--- src/rtl/alu_seq_pkg.sv ---
// alu_seq_pkg: shared definitions for the sequential ALU.
//   - Opcode encodings OP_ADD .. OP_ROR (1101-1111 are illegal and decode to a zero result).
//   - FSM state encoding ST_IDLE / ST_MUL / ST_HOLD.
package alu_seq_pkg;

    localparam logic [3:0] OP_ADD = 4'b0000;
    localparam logic [3:0] OP_SUB = 4'b0001;
    localparam logic [3:0] OP_AND = 4'b0010;
    localparam logic [3:0] OP_OR  = 4'b0011;
    localparam logic [3:0] OP_XOR = 4'b0100;
    localparam logic [3:0] OP_NOT = 4'b0101;
    localparam logic [3:0] OP_SHL = 4'b0110;
    localparam logic [3:0] OP_SHR = 4'b0111;
    localparam logic [3:0] OP_INC = 4'b1000;
    localparam logic [3:0] OP_DEC = 4'b1001;
    localparam logic [3:0] OP_MUL = 4'b1010;
    localparam logic [3:0] OP_ROL = 4'b1011;
    localparam logic [3:0] OP_ROR = 4'b1100;

    typedef enum logic [1:0] {
        ST_IDLE = 2'd0,
        ST_MUL  = 2'd1,
        ST_HOLD = 2'd2
    } state_e;

endpackage

--- src/rtl/alu_seq_mul.sv ---
// alu_seq_mul: iterative shift-add unsigned multiplier, one partial product per clock.
//   clk, rst_n : clock, asynchronous active-low reset
//   start      : latch a/b and begin; takes WIDTH further cycles
//   a, b       : operands (sampled only on start)
//   done       : one-cycle pulse, prod is complete while it is high
//   prod       : full 2*WIDTH-bit product
module alu_seq_mul #(
    parameter int unsigned WIDTH = 8
) (
    input  logic               clk,
    input  logic               rst_n,
    input  logic               start,
    input  logic [WIDTH-1:0]   a,
    input  logic [WIDTH-1:0]   b,
    output logic               done,
    output logic [2*WIDTH-1:0] prod
);

    localparam int unsigned    CW       = (WIDTH > 1) ? $clog2(WIDTH) : 1;
    localparam logic [CW-1:0]  CNT_LAST = CW'(WIDTH - 1);

    logic [2*WIDTH-1:0] mcand_q;
    logic [2*WIDTH-1:0] acc_q;
    logic [WIDTH-1:0]   mplier_q;
    logic [CW-1:0]      cnt_q;
    logic               run_q;
    logic               done_q;

    always_ff @(posedge clk or negedge rst_n) begin
        if (!rst_n) begin
            mcand_q  <= '0;
            acc_q    <= '0;
            mplier_q <= '0;
            cnt_q    <= '0;
            run_q    <= 1'b0;
            done_q   <= 1'b0;
        end else if (start) begin
            mcand_q  <= {{WIDTH{1'b0}}, a};
            mplier_q <= b;
            acc_q    <= '0;
            cnt_q    <= '0;
            run_q    <= 1'b1;
            done_q   <= 1'b0;
        end else if (run_q) begin
            // Add the shifted multiplicand for each set multiplier bit, LSB first.
            if (mplier_q[0]) begin
                acc_q <= acc_q + mcand_q;
            end
            mcand_q  <= mcand_q << 1;
            mplier_q <= mplier_q >> 1;
            cnt_q    <= cnt_q + CW'(1);
            run_q    <= (cnt_q != CNT_LAST);
            done_q   <= (cnt_q == CNT_LAST);
        end else begin
            done_q <= 1'b0;
        end
    end

    assign done = done_q;
    assign prod = acc_q;

endmodule

--- src/rtl/alu_seq.sv ---
// alu_seq: registered, valid/ready-handshaked ALU (10 base ops plus MUL, ROL, ROR).
//   clk, rst_n          : clock, asynchronous active-low reset
//   in_valid/in_ready   : operand handshake (A, B, opcode)
//   out_valid/out_ready : result handshake (result, zero, carry, sign)
//   busy                : high while the iterative multiply runs
// Optional: define ALU_SEQ_OVERFLOW_EN to add the 'overflow' output (signed overflow
// for ADD/SUB/INC/DEC, registered alongside result).
module alu_seq
    import alu_seq_pkg::*;
#(
    parameter int unsigned WIDTH = 8
) (
    input  logic             clk,
    input  logic             rst_n,
    input  logic             in_valid,
    output logic             in_ready,
    input  logic [WIDTH-1:0] A,
    input  logic [WIDTH-1:0] B,
    input  logic [3:0]       opcode,
    output logic             out_valid,
    input  logic             out_ready,
    output logic [WIDTH-1:0] result,
    output logic             zero,
    output logic             carry,
    output logic             sign,
`ifdef ALU_SEQ_OVERFLOW_EN
    output logic             overflow,
`endif
    output logic             busy
);

    state_e             state_q;
    logic [WIDTH-1:0]   result_q;
    logic               zero_q, carry_q, sign_q;

    logic               accept, is_mul, load_en, mul_done;
    logic [2*WIDTH-1:0] mul_prod;
    logic [WIDTH:0]     add_w, sub_w, inc_w, dec_w;
    logic [WIDTH-1:0]   alu_res, load_res;
    logic               alu_carry, load_carry;

    assign in_ready  = (state_q == ST_IDLE) || ((state_q == ST_HOLD) && out_ready);
    assign accept    = in_valid && in_ready;
    assign is_mul    = (opcode == OP_MUL);
    assign out_valid = (state_q == ST_HOLD);
    assign busy      = (state_q == ST_MUL);

    alu_seq_mul #(.WIDTH(WIDTH)) u_mul (
        .clk   (clk),
        .rst_n (rst_n),
        .start (accept && is_mul),
        .a     (A),
        .b     (B),
        .done  (mul_done),
        .prod  (mul_prod)
    );

    // Extra top bit carries the carry-out / borrow.
    assign add_w = {1'b0, A} + {1'b0, B};
    assign sub_w = {1'b0, A} - {1'b0, B};
    assign inc_w = {1'b0, A} + (WIDTH + 1)'(1);
    assign dec_w = {1'b0, A} - (WIDTH + 1)'(1);

    always_comb begin
        alu_res   = '0;
        alu_carry = 1'b0;
        case (opcode)
            OP_ADD: {alu_carry, alu_res} = add_w;
            OP_SUB: {alu_carry, alu_res} = sub_w;
            OP_AND: alu_res = A & B;
            OP_OR:  alu_res = A | B;
            OP_XOR: alu_res = A ^ B;
            OP_NOT: alu_res = ~A;
            OP_SHL: {alu_carry, alu_res} = {A[WIDTH-1], A[WIDTH-2:0], 1'b0};
            OP_SHR: {alu_res, alu_carry} = {1'b0, A[WIDTH-1:1], A[0]};
            OP_INC: {alu_carry, alu_res} = inc_w;
            OP_DEC: {alu_carry, alu_res} = dec_w;
            OP_ROL: {alu_carry, alu_res} = {A[WIDTH-1], A[WIDTH-2:0], A[WIDTH-1]};
            OP_ROR: {alu_carry, alu_res} = {A[0], A[0], A[WIDTH-1:1]};
            default: ;  // MUL handled by u_mul; illegal codes give zero
        endcase
    end

    // Output register source: multiplier when finishing a MUL, else the single-cycle path.
    assign load_res   = (state_q == ST_MUL) ? mul_prod[WIDTH-1:0] : alu_res;
    assign load_carry = (state_q == ST_MUL) ? (|mul_prod[2*WIDTH-1:WIDTH]) : alu_carry;
    assign load_en    = (accept && !is_mul) || ((state_q == ST_MUL) && mul_done);

    always_ff @(posedge clk or negedge rst_n) begin
        if (!rst_n) begin
            state_q  <= ST_IDLE;
            result_q <= '0;
            zero_q   <= 1'b0;
            carry_q  <= 1'b0;
            sign_q   <= 1'b0;
        end else begin
            case (state_q)
                ST_IDLE: if (accept) state_q <= is_mul ? ST_MUL : ST_HOLD;
                ST_MUL:  if (mul_done) state_q <= ST_HOLD;
                ST_HOLD: begin
                    // Drain and refill on the same edge: no bubble between results.
                    if (out_ready) begin
                        if (accept) state_q <= is_mul ? ST_MUL : ST_HOLD;
                        else        state_q <= ST_IDLE;
                    end
                end
                default: state_q <= ST_IDLE;
            endcase
            if (load_en) begin
                result_q <= load_res;
                zero_q   <= (load_res == '0);
                carry_q  <= load_carry;
                sign_q   <= load_res[WIDTH-1];
            end
        end
    end

    assign result = result_q;
    assign zero   = zero_q;
    assign carry  = carry_q;
    assign sign   = sign_q;

`ifdef ALU_SEQ_OVERFLOW_EN
    logic alu_ovf, ovf_q;

    // Signed overflow: operands agree in sign (after B inversion for SUB) but result differs.
    always_comb begin
        alu_ovf = 1'b0;
        case (opcode)
            OP_ADD: alu_ovf = (A[WIDTH-1] == B[WIDTH-1]) && (add_w[WIDTH-1] != A[WIDTH-1]);
            OP_SUB: alu_ovf = (A[WIDTH-1] != B[WIDTH-1]) && (sub_w[WIDTH-1] != A[WIDTH-1]);
            OP_INC: alu_ovf = !A[WIDTH-1] && inc_w[WIDTH-1];
            OP_DEC: alu_ovf = A[WIDTH-1] && !dec_w[WIDTH-1];
            default: ;
        endcase
    end

    always_ff @(posedge clk or negedge rst_n) begin
        if (!rst_n) begin
            ovf_q <= 1'b0;
        end else if (load_en) begin
            ovf_q <= (state_q == ST_MUL) ? 1'b0 : alu_ovf;
        end
    end

    assign overflow = ovf_q;
`endif

endmodule

--- config.mk ---
export PLATFORM = sky130hd
export DESIGN_NAME = alu_seq
export DESIGN_NICKNAME = d
export VERILOG_FILES = /design/src/rtl/alu_seq_pkg.sv /design/src/rtl/alu_seq_mul.sv /design/src/rtl/alu_seq.sv
export SDC_FILE = /design/constraint.sdc
export NUM_CORES = 1
export LEC_CHECK = 0
export ABC_AREA = 0
export CAP_MARGIN = 20
export CORE_ASPECT_RATIO = 1.2
export CORE_MARGIN = 3
export CORE_UTILIZATION = 56
export CTS_BUF_LIST = sky130_fd_sc_hd__clkbuf_16
export CTS_CLUSTER_DIAMETER = 80
export DETAILED_ROUTE_END_ITERATION = 12
export HOLD_SLACK_MARGIN = 0.1
export PLACE_DENSITY = 0.78
export SLEW_MARGIN = 20
export SYNTH_ARGS = -nofsm -noshare
export SYNTH_HDL_FRONTEND = slang
export SYNTH_HIERARCHICAL = 1
export SYNTH_SLANG_ARGS = --single-unit
--- constraint.sdc ---
create_clock -name clk -period 2.6 [get_ports clk]
set_clock_uncertainty 0.15 [all_clocks]
set_input_delay 0.39 -clock clk [delete_from_list [all_inputs] [get_ports clk]]
set_output_delay 0.39 -clock clk [all_outputs]
set_load 0.02 [all_outputs]
Yosys cells after proc, flatten, opt, wreduce, memory -nomap -nowiden
Index checks and enable logic that the tools add are counted.
{"block": "word_totals", "regBits": 58, "inputBits": 24, "out_inout_bits": 14, "elab_cells": 81}
{"block": "classes", "add_sub_neg": 6, "eq_ne": 19, "mux": 23, "bitwise": 4, "reduce_logical": 18}
{"op": "case mux 8 bit (12 select lines)", "count": 1}
{"op": "2-to-1 mux 16 bit", "count": 5}
{"op": "2-to-1 mux 8 bit", "count": 3}
{"op": "equality test 4 bit, second input constant", "count": 5}
{"op": "adder 16 bit", "count": 1}
{"op": "equality test 4 x 3 -> 1 bit, second input constant", "count": 4}
{"op": "2-to-1 mux 2 bit", "count": 5}
{"op": "adder 8 x 1 -> 9 bit, second input constant", "count": 1}
{"op": "adder 8 x 8 -> 9 bit", "count": 1}
{"op": "subtractor 8 x 1 -> 9 bit, second input constant", "count": 1}
{"op": "subtractor 8 x 8 -> 9 bit", "count": 1}
{"op": "AND 8 bit", "count": 1}
{"op": "equality test 4 x 2 -> 1 bit, second input constant", "count": 2}
{"op": "logical NOT 8 bit", "count": 1}
{"op": "inverter 8 bit", "count": 1}
{"op": "OR 8 bit", "count": 1}
{"op": "OR reduction 8 bit", "count": 1}
{"op": "XOR 8 bit", "count": 1}
{"op": "2-to-1 mux 3 bit", "count": 2}
{"op": "case mux 1 bit (6 select lines)", "count": 1}
{"op": "case mux 2 bit (3 select lines)", "count": 1}
{"op": "logical AND 1 bit", "count": 5}
{"op": "2-to-1 mux 1 bit", "count": 5}
{"op": "equality test 4 x 1 -> 1 bit, second input constant", "count": 1}
{"op": "15 further kinds", "count": 19}

Depth between registers and ports, before layout
{"block": "logic_depth", "word_depth": 7, "depth_mapped": 12, "mapped_depth_nobuf": 11}

Hierarchy
Netlist, hierarchy kept.
{"mod": "alu_seq_mul", "n_inst": 1, "cells_per_inst": 269, "area_per_inst_um2": 2582.5, "seq_area_each_um2": 1126.1}
{"mod": "alu_seq", "n_inst": 1, "cells_per_inst": 341, "area_per_inst_um2": 2501.1, "seq_area_each_um2": 300.3}

Least setup slack after synthesis
Ideal clock, no wire load.
{"block": "synth_path", "kind": "input-to-reg", "from": "input A[3]", "to": "register zero_q, in the netlist zero", "setup_ns": 0.104, "arrival_time_ns": 2.501, "t_required_ns": 2.346, "slack_ns": -0.155, "cell_stages": 11, "path_buffers": 1, "cell_sequence": "clkbuf_1 inv_1 ha_1 inv_1 a221oi_1 o21ai_0 a31oi_1 xnor2_1 a32oi_1 o21ai_0 o41ai_2"}
{"block": "synth_between", "elab_chain_len": 4, "elab_cells_between_ends": 11, "classes_between": "4 x add/sub; 2 x mux; 4 x bitwise; 1 x reduce/logical"}
{"element": "start: declaration", "line": "alu_seq.sv:17", "rtl": "input logic [WIDTH-1:0] A,"}
{"element": "subtractor 8 x 1 -> 9 bit, or another cell as far along", "line": "alu_seq.sv:62", "rtl": "assign dec_w = {1'b0, A} - (WIDTH + 1)'(1);"}
{"element": "case mux 8 bit (12 select lines) (*)", "line": "alu_seq.sv:67", "rtl": "case (opcode)"}
{"element": "2-to-1 mux 8 bit (*)", "line": "alu_seq.sv:85", "rtl": "assign load_res = (state_q == ST_MUL) ? mul_prod[WIDTH-1:0] : alu_res;"}
{"element": "logical NOT 8 bit (*)", "line": "alu_seq.sv:111", "rtl": "zero_q <= (load_res == '0);"}
{"element": "end signal: assignment", "line": "alu_seq.sv:111"}
{"element": "end: declaration", "line": "alu_seq.sv:34", "rtl": "logic zero_q, carry_q, sign_q;"}
Every way passes the cells marked *; elsewhere a longest branch is shown, timed or not.
A chain may end at the register's enable or synchronous reset.

Worst setup path after layout
{"block": "layout_path", "from": "input B[4]", "to": "register zero_q, in the netlist zero"}
{"block": "layout_between", "elab_chain_len": 4, "elab_cells_between_ends": 8, "classes_between": "2 x add/sub; 2 x mux; 3 x bitwise; 1 x reduce/logical"}
{"element": "start: declaration", "line": "alu_seq.sv:18", "rtl": "input logic [WIDTH-1:0] B,"}
{"element": "subtractor 8 x 8 -> 9 bit, or another cell as far along", "line": "alu_seq.sv:60", "rtl": "assign sub_w = {1'b0, A} - {1'b0, B};"}
{"element": "case mux 8 bit (12 select lines) (*)", "line": "alu_seq.sv:67"}
{"element": "2-to-1 mux 8 bit (*)", "line": "alu_seq.sv:85"}
{"element": "logical NOT 8 bit (*)", "line": "alu_seq.sv:111"}
Marks and branches as above.

==> summary.md <==
| Metric | Value |
|---|---|
| Outcome | `finished, final reports clean` |
| Number of fillers in the final layout | `551` |
| Antenna violations before repair | `0` |
| CTS Buf Count | `9` |
| PD cells | `800 nW/µm²` |
| Die area | `10,300 µm²` |
| Hold Fails Final Rpt | `0` |
| Gp weighted congestion | `0.965` |
| Top Ports | `38` |
| TritonCTS clock tree | `done` |
| Max Cap Viol | `0` |
| Vias in the first global route | `5,787` |
| Yosys cell types | `77` |
| Placeable Area | `8700 µm²` |
| Htree depth | `3` |
| Final nets | `847` |
| Mapped Nets | `680` |
| EDFF count, synth | `0` |
| Critical Path, Cell by Cell | `dlygate4sd2_1, inv_2, ha_4, nand2b_4, o32ai_1, a2111o_1, a221oi_2, o311ai_2, o32a_1, o41ai_2` |
| HPWL after detailed placement | `14.0 mm` |
| Critical Path AT | `2.66 ns` |
| Worst slew pin tran | `0.736 ns` |
| Netlist Area Pre-Place | `5080 µm²` |
| Reg clk slew, reported paths | `0.06 ns` |
| Gr ovfl total | `0` |
| Total vias in the final route | `5,865` |
| Cell Rows | `37` |
| Multi-input logic area | `3680 µm²` |
| Synthesized instance count | `610` |
| Vias per inst | `6.52` |
| Crit share post-route | `0.993` |
| Max-slew headroom | `0.510` |
| Class of the worst hold path | `in2reg` |
| Crit-path slowest cell | `o32a_1` |
| Gr usage total | `0.384` |
| CTS Buffer Depth | `2` |
| Fin worst setup slack | `0.0193 ns` |
| Port bufs | `37` |
| DRC violations left | `0` |
| Crit-path max FO | `3` |
| Die Y | `110 µm` |
| Max Clk Rate | `387 MHz` |
| # diodes | `0` |
| YS warnings | `6` |
| Worst Path Buf+Inv | `2` |
| Final setup fails | `0` |
| Syn Area/Cell | `8.33 µm²` |
| Register area | `1430 µm²` |
| Final Total Pwr | `5.79 mW` |
| Worst setup EP type | `flip-flop` |
| CP Class | `in2reg` |
| Max VDD drop | `0.878 mV` |
| Cell family with most CP delay | `compound AO/OA/AOI/OAI gates` |
| First-pass GRT wire length | `30.1 mm` |
| Worst EP required | `2.68 ns` |
| DRT iter0 DRCs | `668` |
| Clock latency at the later pin of the worst-skew pair | `0.33 ns` |
| Largest net degree at the start of global routing | `42` |
| Fin crit period | `2.58 ns` |
| Top_reg_cell synth | `dfrtp_1` |
| RSZ-0062 raised after global routing | `yes` |
| Clock sinks | `57` |
| Post-route antenna net violation count | `0` |
| Routed wire length | `20.0 mm` |
| Slowest stage delay, CP | `0.42 ns` |
| Register bit total from synthesis | `57` |
| DR WL/cell | `22.2 µm` |
| Root buf cell | `clkbuf_16` |
| Max-slew violation count | `0` |
| Pleak | `3.30 nW` |
| Setup crit start kind | `input pin` |
| Sequential area share after synthesis | `0.281` |
| Pre-CTS worst setup slack | `-0.722 ns` |
| Layout cells sized above 1 | `0.330` |
| Area grow syn2layout | `42.3%` |
| FFs w/ async S/R, synth | `1.00` |
| Detailed-router iteration count before antenna repair | `5` |
| Die width | `93.0 µm` |
| Initial Util | `0.584` |
| R2R Setup Slk | `0.10 ns` |
==> routing by layer <==
metal  part of all wire  vias to the layer above  global-route usage
li1                   -                     2570                   -
met1               0.35                     2765               0.432
met2               0.50                      400               0.700
met3              0.079                      130              0.0496
met4              0.071                        0               0.217
met5                  0                        -                   0
==> cells by family after synthesis <==
group                    Yosys count  share of synthesized area
XOR/XNOR                          18                     0.0310
AND/OR/NAND/NOR                  203                      0.197
adder cells (fa/ha/maj)           46                      0.118
flip-flops                        57                      0.281
multiplexers                      34                     0.0677
AO/OA/AOI/OAI                    186                      0.249
buffers and inverters             66                     0.0573
==> flip-flops by register name, indices dropped and copies added, names as in the netlist <==
signal / cells
u_mul/mplier_q: 8
u_mul/run_q: 1
u_mul/done: 1
zero: 1
result: 8
u_mul/mcand_q: 16
state_q: 2
u_mul/cnt_q: 3
u_mul/prod: 16
carry: 1
==> repair_timing <==
item                                    4_1_cts  5_1_grt
pin swaps                                    12       17
buffers inserted                              4        2
endpoints found under the setup margin       10       10
gates resized for setup                      62       58
hold endpoints to repair                     26        0
hold buffers                                  1        0
==> final cells by class <==
type	instances	area share
inverter	31	0.0166
clock buffer	9	0.0311
timing repair buffer	191	0.216
clock inverter	7	0.00986
tap	117	0.0202
sequential	57	0.197
multi-input combinational	487	0.509
==> power by group <==
group	switching (mW)	total [mW]	internal (mW)	leakage, nW
Combinational	1.67	2.99	1.32	2.44
Sequential	0.383	1.63	1.25	0.724
Clock	0.429	1.17	0.738	0.137
Total	2.49	5.79	3.30	3.30
==> layout by cell type, fill, tap and decap left out, drive strengths merged, types with 5 or more instances in the layout <==
| cell | synthesis | layout |
|---|---|---|
| buf | 16 | 156 |
| nand2 | 72 | 72 |
| dfrtp | 57 | 57 |
| o21ai | 55 | 55 |
| nor2 | 44 | 44 |
| ha | 43 | 43 |
| a21oi | 34 | 34 |
| mux2i | 31 | 31 |
| inv | 31 | 30 |
| nand3 | 19 | 19 |
| clkdlybuf4s50 | 0 | 18 |
| clkbuf | 19 | 17 |
| xnor2 | 15 | 15 |
| a21o | 10 | 10 |
| a31oi | 10 | 10 |
| nand2b | 10 | 10 |
| a221oi | 10 | 10 |
| nor3 | 8 | 8 |
| nand4 | 7 | 7 |
| o21bai | 7 | 7 |
| o22ai | 6 | 6 |
| or3 | 6 | 6 |
| a22oi | 6 | 6 |
| nor2b | 6 | 6 |
| and3 | 5 | 5 |
| a211o | 5 | 5 |
| a32o | 5 | 5 |
==> metrics by stage <==
step / cell area (µm²) / hold WS [ns] / cells / util / setup TNS, ns
finish: 7230 / 0.297 / 899 / 0.831 / 0
global route: 7230 / 0.311 / 899 / 0.831 / -0.181
CTS: 7110 / 0.330 / 897 / 0.817 / -0.0768
detailed placement: 6610 / 0.295 / 876 / 0.759 / -12.70
global placement: 6610 / 0.280 / 876 / 0.759 / -11.42
floorplan: 5150 / -0.0556 / 610 / - / 0
==> worst min-delay path, delay by kind of cell <==
family                 cells  cell delay, ns
AND/OR/NAND/NOR            1            0.06
buffers and inverters      2            0.23
AO/OA/AOI/OAI              1            0.07
==> Yosys cell counts, types with 10 or more instances <==
library cell | instances | share of area
nand2_1 | 72 | 0.053
dfrtp_1 | 57 | 0.28
o21ai_0 | 51 | 0.050
ha_1 | 43 | 0.11
nor2_1 | 43 | 0.032
a21oi_1 | 33 | 0.032
inv_1 | 31 | 0.023
mux2i_1 | 31 | 0.061
clkbuf_1 | 18 | 0.013
nand3_1 | 18 | 0.018
xnor2_1 | 15 | 0.026
a21o_1 | 10 | 0.015
a31oi_1 | 10 | 0.012
buf_2 | 10 | 0.0098
==> worst paths after layout <==
path                                              from                             to  cells past startpoint
max in group asynchronous                        rst_n     u_mul/prod[11]$_DFFE_PN0P_                      3
worst min register to register   result[0]$_DFFE_PN0P_          result[0]$_DFFE_PN0P_                      2
worst max register to register  state_q[1]$_DFFE_PN0P_               zero$_DFFE_PN0P_                      8
min in group asynchronous                        rst_n      u_mul/prod[1]$_DFFE_PN0P_                      2
worst max-delay path                              B[4]               zero$_DFFE_PN0P_                     10
worst min-delay path                              B[5]  u_mul/mplier_q[5]$_DFFE_PN0P_                      4
Power figures use the tool's default switching activity.
==> patch: new RTL, same flow settings <==
`WIDTH` is set to 8 in 2 places; all go to 16.
--- a/src/rtl/alu_seq_mul.sv
+++ b/src/rtl/alu_seq_mul.sv
@@ -5,7 +5,7 @@
 //   done       : one-cycle pulse, prod is complete while it is high
 //   prod       : full 2*WIDTH-bit product
 module alu_seq_mul #(
-    parameter int unsigned WIDTH = 8
+    parameter int unsigned WIDTH = 16
 ) (
     input  logic               clk,
     input  logic               rst_n,
--- a/src/rtl/alu_seq.sv
+++ b/src/rtl/alu_seq.sv
@@ -8,7 +8,7 @@
 module alu_seq
     import alu_seq_pkg::*;
 #(
-    parameter int unsigned WIDTH = 8
+    parameter int unsigned WIDTH = 16
 ) (
     input  logic             clk,
     input  logic             rst_n,
Ports: changed (resized A, B and result); port bits go from 38 to 62. No check against the original RTL was run, so the function may have changed too.
==> patch against the original RTL <==
The flow now stops in global routing. Area after synthesis increased by 110%.
==> patch: results (changes against the original RTL) <==
Logic synthesis
  – Ys Warns: 6 (unchanged)
  – Ys async rst share: 1.000 (unchanged)
  – Register area share after synthesis: 0.2515 (-0.02907)
  – Most used DFF post-synth: dfrtp_1
  – Commonest cells in the netlist: 127 x nand2_1, 106 x dfrtp_1, 99 x o21ai_0
  – Synth top area cells: dfrtp_1 25%, ha_1 10%, mux2i_1 5.1%, o21ai_0 4.7%, nand2_1 4.5%
  – Syn_nets: 1436 (+110%)
  – Count leader, synth: nand2_1
  – Count of different cell masters after synthesis: 92 (+19%)

Placement
  – Gp weighted congestion: 1.041 (+7.9%)
  – PortBufs: 61 (+65%)
  – DP Wirelength: 35810 µm (+160%)

Clock tree
  – CTS max path bufs: 2 (unchanged)
  – Clk Tree Root Cell: clkbuf_16
  – Sink Count: 106 (+86%)
  – Total CTS buffers: 9 (unchanged)
  – H-Tree Depth: 3 (unchanged)

GRT
  – Largest net degree at the start of global routing: 56
  – Tot GR Track Use: 0.7998
  – Total grt overflow: 274

STA
  – GRT worst endpoint: u_mul/prod[28]$_DFFE_PN0P_/D
  – Worst EP Category: register input

Outcome
  – Tool error: [ERROR GRT-0232] Routing congestion too high. Check the congestion heatmap in the GUI.
  – Failed at: global routing
  – Status: aborted with a tool error
-- patch: cell types whose count changed after synthesis, sizes merged, moves of 19 or more --
cell / change
nand3: +19
a21oi: +43
mux2i: +23
o211ai: +20
dfrtp: +49
clkbuf: +31
nor3: +22
nor2: +49
ha: +43
nand2: +56
inv: +40
o21ai: +53
-- patch: cells by family after synthesis --
| group | after synthesis | share of synthesized area |
|---|---|---|
| simple gates | 448 | 0.2182 |
| compound gates | 411 | 0.2706 |
| buf+inv | 155 | 0.06157 |
| flops | 106 | 0.2515 |
| fa+ha+maj | 89 | 0.1077 |
| mux | 59 | 0.05801 |
| xor+xnor | 39 | 0.03239 |
-- patch: routing by layer --
layer  track usage  GRT overflow
met1        0.7703             0
met2        0.9839           169
met3        0.6389             3
met4        0.8664           102
met5        0.2616             0
-- patch: repair_timing --
item / 4_1_cts
endpoints found under the hold margin: 24
buffers inserted: 59
hold buffers: 1
gates resized for setup: 224
setup endpoints to repair: 102
pin swaps: 106
-- patch: stage by stage --
stage	util	instances	instance area (µm²)	hold slack, ps	setup WS, ps
2_1_floorplan	-	1307	10840	-55.59	-284.8
3_5_place_dp	0.8071	1979	14780	192.9	-1520
4_1_cts	0.8829	2048	16170	212.4	-467.4
3_3_place_gp	0.8071	1979	14780	180.4	-1267
